## src/rtl/demux_pkg.sv

```systemverilog
// Shared constants, FSM encoding and target-selection helper for the 1x4 demux scheduler.
package demux_pkg;

  localparam int unsigned NCH   = 4;
  localparam int unsigned SEL_W = 2;
  localparam int unsigned CNT_W = 16;

  typedef enum logic {
    IDLE = 1'b0,
    HOLD = 1'b1
  } state_t;

  // First enabled channel at or after ptr, wrapping modulo NCH; the descending scan lets the nearest offset win.
  function automatic logic [SEL_W-1:0] pick_target(input logic [SEL_W-1:0] ptr,
                                                    input logic [NCH-1:0]   mask);
    logic [SEL_W-1:0] idx;
    pick_target = ptr;
    for (int i = NCH - 1; i >= 0; i--) begin
      idx = ptr + SEL_W'(i);
      if (mask[idx]) pick_target = idx;
    end
  endfunction

endpackage

```

## src/rtl/demux_1x4.sv

```systemverilog
// One-hot valid decoder: raises bit s when the held word is valid and the decoder is enabled.
module demux_1x4
  import demux_pkg::*;
(
  input  logic             f,
  input  logic             en,
  input  logic [SEL_W-1:0] s,
  output logic [NCH-1:0]   y
);

  assign y = (f && en) ? ({{(NCH-1){1'b0}}, 1'b1} << s) : '0;

endmodule

```

## src/rtl/demux_sched_1x4.sv

```systemverilog
// Round-robin 1-to-4 demux scheduler with a one-entry output register.
// Define DEMUX_SCHED_STATS_EN to add the cnt port and per-channel delivery counters.
module demux_sched_1x4
  import demux_pkg::*;
#(
  parameter int unsigned WIDTH = 8
)
(
  input  logic             clk,
  input  logic             rst_n,
  input  logic             en,
  input  logic [NCH-1:0]   cfg_mask,
  input  logic             in_valid,
  input  logic [WIDTH-1:0] in_data,
  output logic             in_ready,
  output logic [NCH-1:0]   out_valid,
  output logic [WIDTH-1:0] out_data,
  input  logic [NCH-1:0]   out_ready,
  output logic [SEL_W-1:0] sel
`ifdef DEMUX_SCHED_STATS_EN
  ,
  output logic [NCH*CNT_W-1:0] cnt
`endif
);

  state_t           state;
  logic [SEL_W-1:0] ptr;
  logic [SEL_W-1:0] target;
  logic             held;
  logic             deliver;
  logic             accept;

  assign held     = (state == HOLD);
  assign deliver  = held && out_ready[sel];
  assign in_ready = en && (cfg_mask != '0) && (!held || out_ready[sel]);
  assign accept   = in_valid && in_ready;
  assign target   = pick_target(ptr, cfg_mask);

  // FSM, rotation pointer and output data register; target is frozen at accept time.
  always_ff @(posedge clk or negedge rst_n) begin
    if (!rst_n) begin
      state    <= IDLE;
      ptr      <= '0;
      sel      <= '0;
      out_data <= '0;
    end else begin
      if (accept) begin
        state    <= HOLD;
        out_data <= in_data;
        sel      <= target;
        ptr      <= target + SEL_W'(1);
      end else if (deliver) begin
        state <= IDLE;
      end
    end
  end

  // The held word stays valid regardless of en, so the decoder enable is tied high.
  demux_1x4 u_demux (
    .f  (held),
    .en (1'b1),
    .s  (sel),
    .y  (out_valid)
  );

`ifdef DEMUX_SCHED_STATS_EN
  logic [CNT_W-1:0] cnt_q [NCH];

  always_ff @(posedge clk or negedge rst_n) begin
    if (!rst_n) begin
      for (int k = 0; k < NCH; k++) cnt_q[k] <= '0;
    end else begin
      for (int k = 0; k < NCH; k++) begin
        if (deliver && (sel == SEL_W'(k))) cnt_q[k] <= cnt_q[k] + CNT_W'(1);
      end
    end
  end

  always_comb begin
    cnt = '0;
    for (int k = 0; k < NCH; k++) cnt[k*CNT_W +: CNT_W] = cnt_q[k];
  end
`endif

endmodule
```

## config.mk

```make
export PLATFORM = sky130hd
export DESIGN_NAME = demux_sched_1x4
export DESIGN_NICKNAME = d
export VERILOG_FILES = /design/src/rtl/demux_pkg.sv /design/src/rtl/demux_1x4.sv /design/src/rtl/demux_sched_1x4.sv
export SDC_FILE = /design/constraint.sdc
export NUM_CORES = 1
export LEC_CHECK = 0
export CAP_MARGIN = 20
export CORE_MARGIN = 8
export CORE_UTILIZATION = 43
export DETAILED_ROUTE_END_ITERATION = 8
export PLACE_DENSITY = 0.83
export SYNTH_ARGS = -nofsm -noshare
export SYNTH_HDL_FRONTEND = slang
export SYNTH_SLANG_ARGS = --single-unit
```

## constraint.sdc

```tcl
create_clock -name clk -period 2.7 [get_ports clk]
set_input_delay 0.405 -clock clk [delete_from_list [all_inputs] [get_ports clk]]
set_output_delay 0.405 -clock clk [all_outputs]
set_load 0.005 [all_outputs]
```

==> results of run 1 <==
==> power groups by stage <==
stage	Clock (uW)	Combinational [uW]	Sequential, uW
after floorplan	0	281	345
after global placement	0	505	357
after detailed placement	0	515	365
after CTS	119	518	362
after global routing	127	552	374
final	114	509	361
==> worst max-delay path, stage by stage <==
cell and delay, ps:
clkdlybuf4s50_1 540, o41ai_2 370, nor2_1 70, clkdlybuf4s50_1 450
==> per-stage QoR <==
stage                     hold slack, ps  utilization  setup slack, ps  power, uW
after detailed placement             495        0.656              442        880
final                                487        0.672              452        985
after floorplan                      109            -             1110        625
after global routing                 531        0.672              334       1050
after global placement               489        0.656              475        862
after CTS                            503        0.672              431        998
==> worst min-delay path by stage <==
stage | startpoint | endpoint | slack (ps) | cells after the start
after CTS | rst_n | out_data[2]$_DFFE_PN0P_ | 500 | 1
final | rst_n | out_data[2]$_DFFE_PN0P_ | 490 | 1
after floorplan | rst_n | held$_DFFE_PN0P_ | 110 | 0
after detailed placement | out_data[0]$_DFFE_PN0P_ | out_data[0]$_DFFE_PN0P_ | 490 | 1
after global placement | out_data[6]$_DFFE_PN0P_ | out_data[6]$_DFFE_PN0P_ | 490 | 1
after global routing | out_data[4]$_DFFE_PN0P_ | out_data[4]$_DFFE_PN0P_ | 530 | 1
==> layer usage <==
| layer | wire length, um | GRT usage |
|---|---|---|
| met1 | 823 | 0.133 |
| met2 | 851 | 0.178 |
| met3 | 142 | 0.0397 |
| met4 | 21 | 0.0524 |
| met5 | 0 | 0 |
==> state kept, by name, summed over array words and instances, names as in the netlist <==
register,flops
ptr,2
sel,2
held,1
out_data,8
==> cell families (layout without fill, tap and decap cells) <==
logic type                Yosys count  count (layout)
and+or+nand+nor                    19              19
DFF                                13              13
AOI/OAI and AO/OA                  13              13
buffers and inverters               7              43
muxes                              13              13
xor gates and xnor gates            1               1
==> cell usage in the layout, fill, tap and decap left out <==
cell type and instances:
clkdlybuf4s50_1 34, dfrtp_1 13, mux2_4 11, nor2_1 7
inv_1 4, nand2b_1 3, nand2_1 3, o21ai_0 3
clkbuf_4 3, o22ai_4 1, o41ai_2 1, or2_4 1
nor2_2 1, or3_1 1, o2111ai_1 1, nor2b_1 1
or2b_1 1, o22ai_1 1, xnor2_1 1, nand3_1 1
o211ai_1 1, o31ai_1 1, a21o_1 1, a21oi_1 1
a211oi_1 1, a211o_1 1, mux2_2 1, mux2i_1 1
clkbuf_1 1, buf_4 1
==> final cells by class <==
class | count | area, sq um
clock buffers | 4 | 26.3
inverters | 4 | 15.0
flip-flops and latches | 13 | 325
well taps | 25 | 31.3
repair buffers | 35 | 348
fillers | 124 | 561
multi-input cells | 46 | 402
==> run_results.csv, run 1 <==
group,metric,value,unit
power,p_leak,0.000496,uW
yosys,synth-compound-area-share,0.143,
yosys,netlist_area,768,sq um
drt,vias,624,
clock_tree,cts_buffers,3,
global_route,grt_pass1_wl,3.01,mm
yosys,synth_xor_xnor_area_share,0.0114,
drt,drcViolationCount,0,
sta,relSlewSlack,0.635,
clock_tree,hold_buffers,0,
drt,wirelength,1.84,mm
power,power_frac_clock,0.116,
die,start_util,0.450,
run_status,status,"finished, final reports clean",
clock_tree,clock_path_buffers,2,
yosys,synth-edff-count,0,
sta,fin_skew,0.697,ps
die,die-area,3400,sq um
yosys,post-synth-top-count-cell,"dfrtp_1",
die,ioPinCount,35,
placed_design,port_buffers,34,
clock_tree,ctsResizeCount,0,
sta,min_period_over_period,0.833,
yosys,yosys.area_share.simple,0.125,
global_route,grt_pass1_vias,643,
drt,first_pass_iters,2,
sta,tightest_slew,546,ps
clock_tree,cts_max_level,1,
clock_tree,cts.sinks,13,
sta,slew_viol_final,0,
yosys,synthMuxAreaShare,0.243,
yosys,syn-num-nets,86,
placed_design,dpl_cell_area,1120,sq um
critical_path,crit_type,"input port to output pin",
die,die_w,58.3,um
global_route,antenna_found_initial,0,
yosys,synth_fa_ha_area_frac,0,
power,combPwrFrac,0.517,
clock_tree,post_cts_buffers,0,
yosys,synth_area_leaders,"dfrtp_1, mux2_4, nor2_1, buf_6, o22ai_4",
layout,stdcell_area,1150,sq um
yosys,synth-seq-area-share,0.423,
sta,setup-tns-final,0,ps
yosys,synth_top_family_by_area,"multiplexers",
sta,rsz0062_at_grt,"false",
critical_path,worst_r2r_path_depth,5,
layout,fin_cells,127,
drt,wire_per_inst,14.5,um
global_route,grt_max_degree,14,
yosys,async_reset_ff_frac,1.00,
min_path,min_path_type,"input port to asynchronous set/reset pin",
yosys,yosysTopAreaCell,"dfrtp_1",
layout,drive_above_1_share,0.196,
global_route,grt_overflow,0,
layout,diodes,0,
critical_path,r2r_start,"sel[0]$_DFFE_PN0P_",
critical_path,required,2300,ps
drt,ant_nets,0,
critical_path,critPathLaunch,"cfg_mask[3]",
clock_tree,clkTransAtPathRegs,70,ps
placed_design,hpwlAfterDp,1.53,mm
yosys,yosysUniqueCellTypes,28,
die,rows,15,
clock_tree,cts_root_buf,"clkbuf_4",
power,powerDensity,858,nW/um^2
power,switching_share,0.314,
die,core_region_area,1710,sq um
critical_path,startpoint_type,"input port",
clock_tree,cts_tree,"built",
clock_tree,clk-insertion-delay-late,270,ps
critical_path,cp.arrival,1840,ps
placed_design,dpl.cell_count,123,
die,die_y,58.3,um
yosys,synth_top_cell_area_share,0.423,
yosys,yosys_warnings,0,
critical_path,crit_end,"in_ready",
drt,via_per_inst,4.91,
yosys,ys_ff_latch,13,
power,p_seq_frac,0.367,
yosys,syn_inst,66,
critical_path,r2r_end,"out_data[5]$_DFFE_PN0P_",
sta,final.min_clock_period,2250,ps
critical_path,endpoint_kind,"output pin",
yosys,avgSynthCellArea,11.6,sq um
yosys,synthTopCellsByCount,"dfrtp_1, mux2_4, nor2_1",
critical_path,cp_max_fo,8,
run,maxCapViolCount,0,
placed_design,gp_congestion,0.796,
layout,area_delta_synth_final,49.3,%
critical_path,regToRegSetupSlack,1010,ps
global_route,grt_usage,0.113,
layout,nNetsFinal,123,
power,intPower,676,uW
yosys,synth_ff_type,"dfrtp_1",
sta,fmax,445,MHz
sta,setup_viol,0,
sta,hold_viol,0,
power,switching_power,309,uW
drt,drt-initial-drc-count,13,
power,ir_worst_vdd,0.000337,V
Power figures use the tool's default switching activity.
==> run 2, diff against run 1 <==
- CORE_UTILIZATION: 43 -> 40
- PLACE_DENSITY: 0.83 -> 0.78
- clock period: 2.7 -> 2.15 ns (I/O delays scaled with it)
==> run_results.csv, run 2 (synthesis results as in run 1) <==
group,metric,value,unit
run_status,status,"finished, final reports clean",
drt,m1WireLength,885,um
sta,fin_skew,1.73,ps
global_route,antenna_found_initial,0,
critical_path,cp_max_fo,11,
sta,setup-tns-final,0,ps
layout,diodes,0,
power,powerDensity,1060,nW/um^2
placed_design,hpwlAfterDp,1.50,mm
clock_tree,cts_buffers,3,
placed_design,gp_congestion,0.709,
clock_tree,cts.sinks,13,
global_route,grt_max_degree,14,
clock_tree,clock_path_buffers,2,
critical_path,r2r_start,"sel[0]$_DFFE_PN0P_",
clock_tree,clk-insertion-delay-late,270,ps
sta,final.min_clock_period,2020,ps
placed_design,pre_cts_slack,-113,ps
critical_path,endpoint_kind,"flip-flop",
layout,nNetsFinal,128,
die,ioPinCount,35,
drt,drt-initial-drc-count,12,
power,p_leak,0.000530,uW
sta,tightest_slew,726,ps
die,rows,16,
critical_path,cp.arrival,2180,ps
min_path,min_path_type,"input port to asynchronous set/reset pin",
critical_path,worst_r2r_path_depth,5,
critical_path,required,2300,ps
critical_path,crit_type,"input port to flip-flop",
drt,drcViolationCount,0,
layout,final_cell_mix,"clkdlybuf4s50_1, dfrtp_1, mux2_4",
drt,dr_wl_met3,167,um
layout,largest_reg_flops,8,
drt,via_per_inst,4.93,
layout,drive_above_1_share,0.243,
drt,wirelength,1.89,mm
global_route,grt_usage,0.108,
die,start_util,0.408,
clock_tree,cts_tree,"built",
sta,setup_viol,0,
placed_design,dpl.cell_count,128,
die,die-area,3580,sq um
layout,fin_cells,134,
layout,final_common_cell,"clkdlybuf4s50_1",
sta,hold_viol,0,
drt,ant_nets,0,
drt,first_pass_iters,4,
die,core_region_area,1880,sq um
global_route,grt_pass1_wl,2.95,mm
die,die_w,59.8,um
global_route,grt_overflow,0,
sta,slew_viol_final,0,
layout,nFillCells,178,
sta,min_period_over_period,0.941,
power,ir_worst_vdd,0.000435,V
sta,fmax,494,MHz
run,maxCapViolCount,0,
layout,largestRegisters,"out_data x8, ptr x2, sel x2",
die,die_y,59.8,um
placed_design,port_buffers,34,
clock_tree,cts_root_buf,"clkbuf_4",
drt,vias,660,
layout,max_flop_register,"out_data",
global_route,grt_pass1_vias,687,
critical_path,r2r_end,"out_data[6]$_DFFE_PN0P_",
drt,dr_wl_met2,804,um
sta,relSlewSlack,0.516,
sta,timing.final.ws_setup,127,ps
drt,top_layer,"met4",
clock_tree,clkTransAtPathRegs,70,ps
critical_path,regToRegSetupSlack,150,ps
drt,wire_per_inst,14.1,um
critical_path,startpoint_type,"input port",
layout,area_delta_synth_final,55.0,%
clock_tree,cts_max_level,1,
sta,rsz0062_at_grt,"false",
[run 2: worst max path at each step]
stage	startpoint	to	slack, ps	cells past startpoint
6_report	out_ready[3]	out_data[6]$_DFFE_PN0P_	130	6
4_1_cts	sel[0]$_DFFE_PN0P_	in_ready	0.4	4
3_5_place_dp	cfg_mask[3]	out_data[6]$_DFFE_PN0P_	-110	5
3_3_place_gp	cfg_mask[1]	out_data[6]$_DFFE_PN0P_	-100	5
5_1_grt	sel[0]$_DFFE_PN0P_	out_data[6]$_DFFE_PN0P_	80	5
2_1_floorplan	sel[0]$_DFFE_PN0P_	out_data[0]$_DFFE_PN0P_	570	5
[run 2: routing by layer]
metal  track usage  vias to the layer above
li1              -                      316
met1         0.127                      308
met2         0.172                       32
met3        0.0301                        4
met4        0.0612                        0
met5             0                        -
[run 2: where the power goes]
| group | switching (uW) | internal, uW |
|---|---|---|
| logic | 218 | 447 |
| registers | 102 | 352 |
| clock network | 73.7 | 71.7 |
| total | 393 | 871 |
[run 2: layout make-up]
cell class	instances	area [sq um]	share of cell area
Clock buffer	4	26.3	0.0221
Sequential cell	13	327	0.274
Inverter	4	15.0	0.0126
Tap cell	27	33.8	0.0284
Timing Repair Buffer	40	388	0.326
Multi-Input combinational cell	46	402	0.337
[run 2: per-stage QoR]
step                hold slack, ps  utilization  instance area, sq um  power (uW)
finish                         415        0.633                  1190        1260
global route                   465        0.633                  1190        1350
CTS                            433        0.623                  1170        1250
detailed placement             497        0.609                  1150        1100
global placement               492        0.609                  1150        1080
floorplan                     26.9            -                   768         785
[run 2: worst max-delay path, cell delays in order]
cell and delay, ps:
clkdlybuf4s50_1 470, mux2_4 160, o22ai_4 90, buf_4 150, nor2_2 570, mux2_2 410
[run 2: repair_timing]
action,4_1_cts,5_1_grt
buffers inserted,0,2
hold buffers,0,0
gates resized for setup,0,2
setup endpoints to repair,0,1
==> run 3, diff against run 2 <==
- CORE_UTILIZATION: 40 -> 36
- PLACE_DENSITY: 0.78 -> 0.74
- clock period: 2.15 -> 1.72 ns (I/O delays scaled with it)
==> run_results.csv, run 3 (synthesis results as in run 1) <==
group,metric,value,unit
layout,final_cell_mix,"clkdlybuf4s50_1, dfrtp_1, buf_4",
run_status,status,"finished, final reports clean",
die,rows,16,
critical_path,startpoint_type,"flip-flop",
global_route,grt_overflow,0,
sta,setup_viol,0,
power,ir_worst_vdd,0.000538,V
layout,stdcell_area,1250,sq um
clock_tree,cts_buffers,3,
clock_tree,cts.sinks,13,
clock_tree,clk-insertion-delay-late,270,ps
sta,fin_skew,4.98,ps
drt,vias,665,
critical_path,required,1890,ps
drt,via_per_inst,4.72,
die,start_util,0.388,
clock_tree,clkTransAtPathRegs,80,ps
clock_tree,cts_max_level,1,
power,p_leak,0.000587,uW
placed_design,port_buffers,34,
global_route,grt_pass1_vias,743,
critical_path,endpoint_kind,"flip-flop",
min_path,min_path_type,"input port to asynchronous set/reset pin",
critical_path,worst_r2r_path_depth,5,
sta,fmax,591,MHz
layout,drive_above_1_share,0.307,
die,die_y,62.2,um
sta,relSlewSlack,0.611,
layout,final_common_cell,"clkdlybuf4s50_1",
global_route,grt_pass1_wl,3.60,mm
drt,drt-initial-drc-count,17,
placed_design,gp_congestion,0.838,
critical_path,cp_max_fo,11,
drt,drcViolationCount,0,
run,maxCapViolCount,0,
sta,rsz0062_at_grt,"true",
placed_design,dpl.cell_count,135,
die,die-area,3870,sq um
sta,final.min_clock_period,1690,ps
layout,max_flop_register,"out_data",
sta,holdWs,348,ps
clock_tree,clock_path_buffers,2,
placed_design,hpwlAfterDp,1.55,mm
layout,largest_reg_flops,8,
sta,setup-tns-final,0,ps
layout,area_delta_synth_final,62.7,%
clock_tree,cts_root_buf,"clkbuf_4",
layout,diodes,0,
clock_tree,cts_tree,"built",
layout,nNetsFinal,135,
die,ioPinCount,35,
layout,fin_util,0.631,
critical_path,cp.arrival,1860,ps
die,core_region_area,1980,sq um
global_route,grt_usage,0.112,
sta,hold_viol,0,
drt,wirelength,1.93,mm
sta,min_period_over_period,0.983,
die,die_w,62.2,um
power,powerDensity,1330,nW/um^2
drt,ant_nets,0,
drt,first_pass_iters,4,
placed_design,dpl_cell_area,1200,sq um
global_route,grt_max_degree,14,
drt,wire_per_inst,13.7,um
sta,slew_viol_final,0,
critical_path,crit_type,"flip-flop to flip-flop",
sta,tightest_slew,582,ps
layout,fin_cells,141,
global_route,antenna_found_initial,0,
layout,largestRegisters,"out_data x8, ptr x2, sel x2",
## run 3: changes by cell type in the layout (fill, tap and decap cells not counted), sizes merged
cell	before	now
buf	6	13
clkdlybuf4s50	33	28
clkinv	0	1
dlygate4sd2	0	4
## run 3: layout make-up
cell class	instances	area (sq um)
fill	156	732
inverter	4	15.0
sequential	13	325
tap	27	33.8
clock inverter	1	5.00
clock buffer	3	22.5
multi-input combinational	46	414
timing repair buffer	47	434
## run 3: stage by stage
step,setup slack [ps],power (uW)
2_1_floorplan,141,981
3_3_place_gp,-433,1440
3_5_place_dp,-501,1460
4_1_cts,-123,1670
5_1_grt,-20.6,1810
6_report,28.9,1660
## run 3: timing repair
action                     in CTS  in global routing
hold buffers                    0                  0
buffers inserted                1                  1
gates resized for setup         8                  3
pin swaps                       1                  2
setup endpoints to repair      16                  2
## run 3: path summary, 6_finish.rpt
path	slack [ps]	endpoint	from
max	30	out_data[6]$_DFFE_PN0P_	sel[0]$_DFFE_PN0P_
min in group clk	520	out_data[6]$_DFFE_PN0P_	out_data[6]$_DFFE_PN0P_
min	350	out_data[4]$_DFFE_PN0P_	rst_n
min reg2reg	520	out_data[6]$_DFFE_PN0P_	out_data[6]$_DFFE_PN0P_
max reg2reg	30	out_data[6]$_DFFE_PN0P_	sel[0]$_DFFE_PN0P_
max in group asynchronous	990	ptr[0]$_DFFE_PN0P_	rst_n
## run 3: routing by layer
metal	GRT usage	share of wire	wire, um	vias to the layer above
met5	0	0	0	-
met1	0.143	0.48	929	307
li1	-	-	-	327
met2	0.162	0.44	842	29
met3	0.0430	0.075	145	2
met4	0.0525	0.0072	14	0
## run 3: critical path: stages, from the launching register on
cell,delay [ps]
dfrtp_1,430
mux2_4,240
o22ai_4,80
buf_6,130
nor2_4,340
mux2_2,380
## run 3: where the power goes
| part | total [uW] | internal, uW | switching, uW | leakage (uW) |
|---|---|---|---|---|
| clock | 184 | 86.1 | 98.4 | 0.0000177 |
| sequential | 561 | 438 | 124 | 0.000154 |
| combinational | 918 | 619 | 299 | 0.000416 |
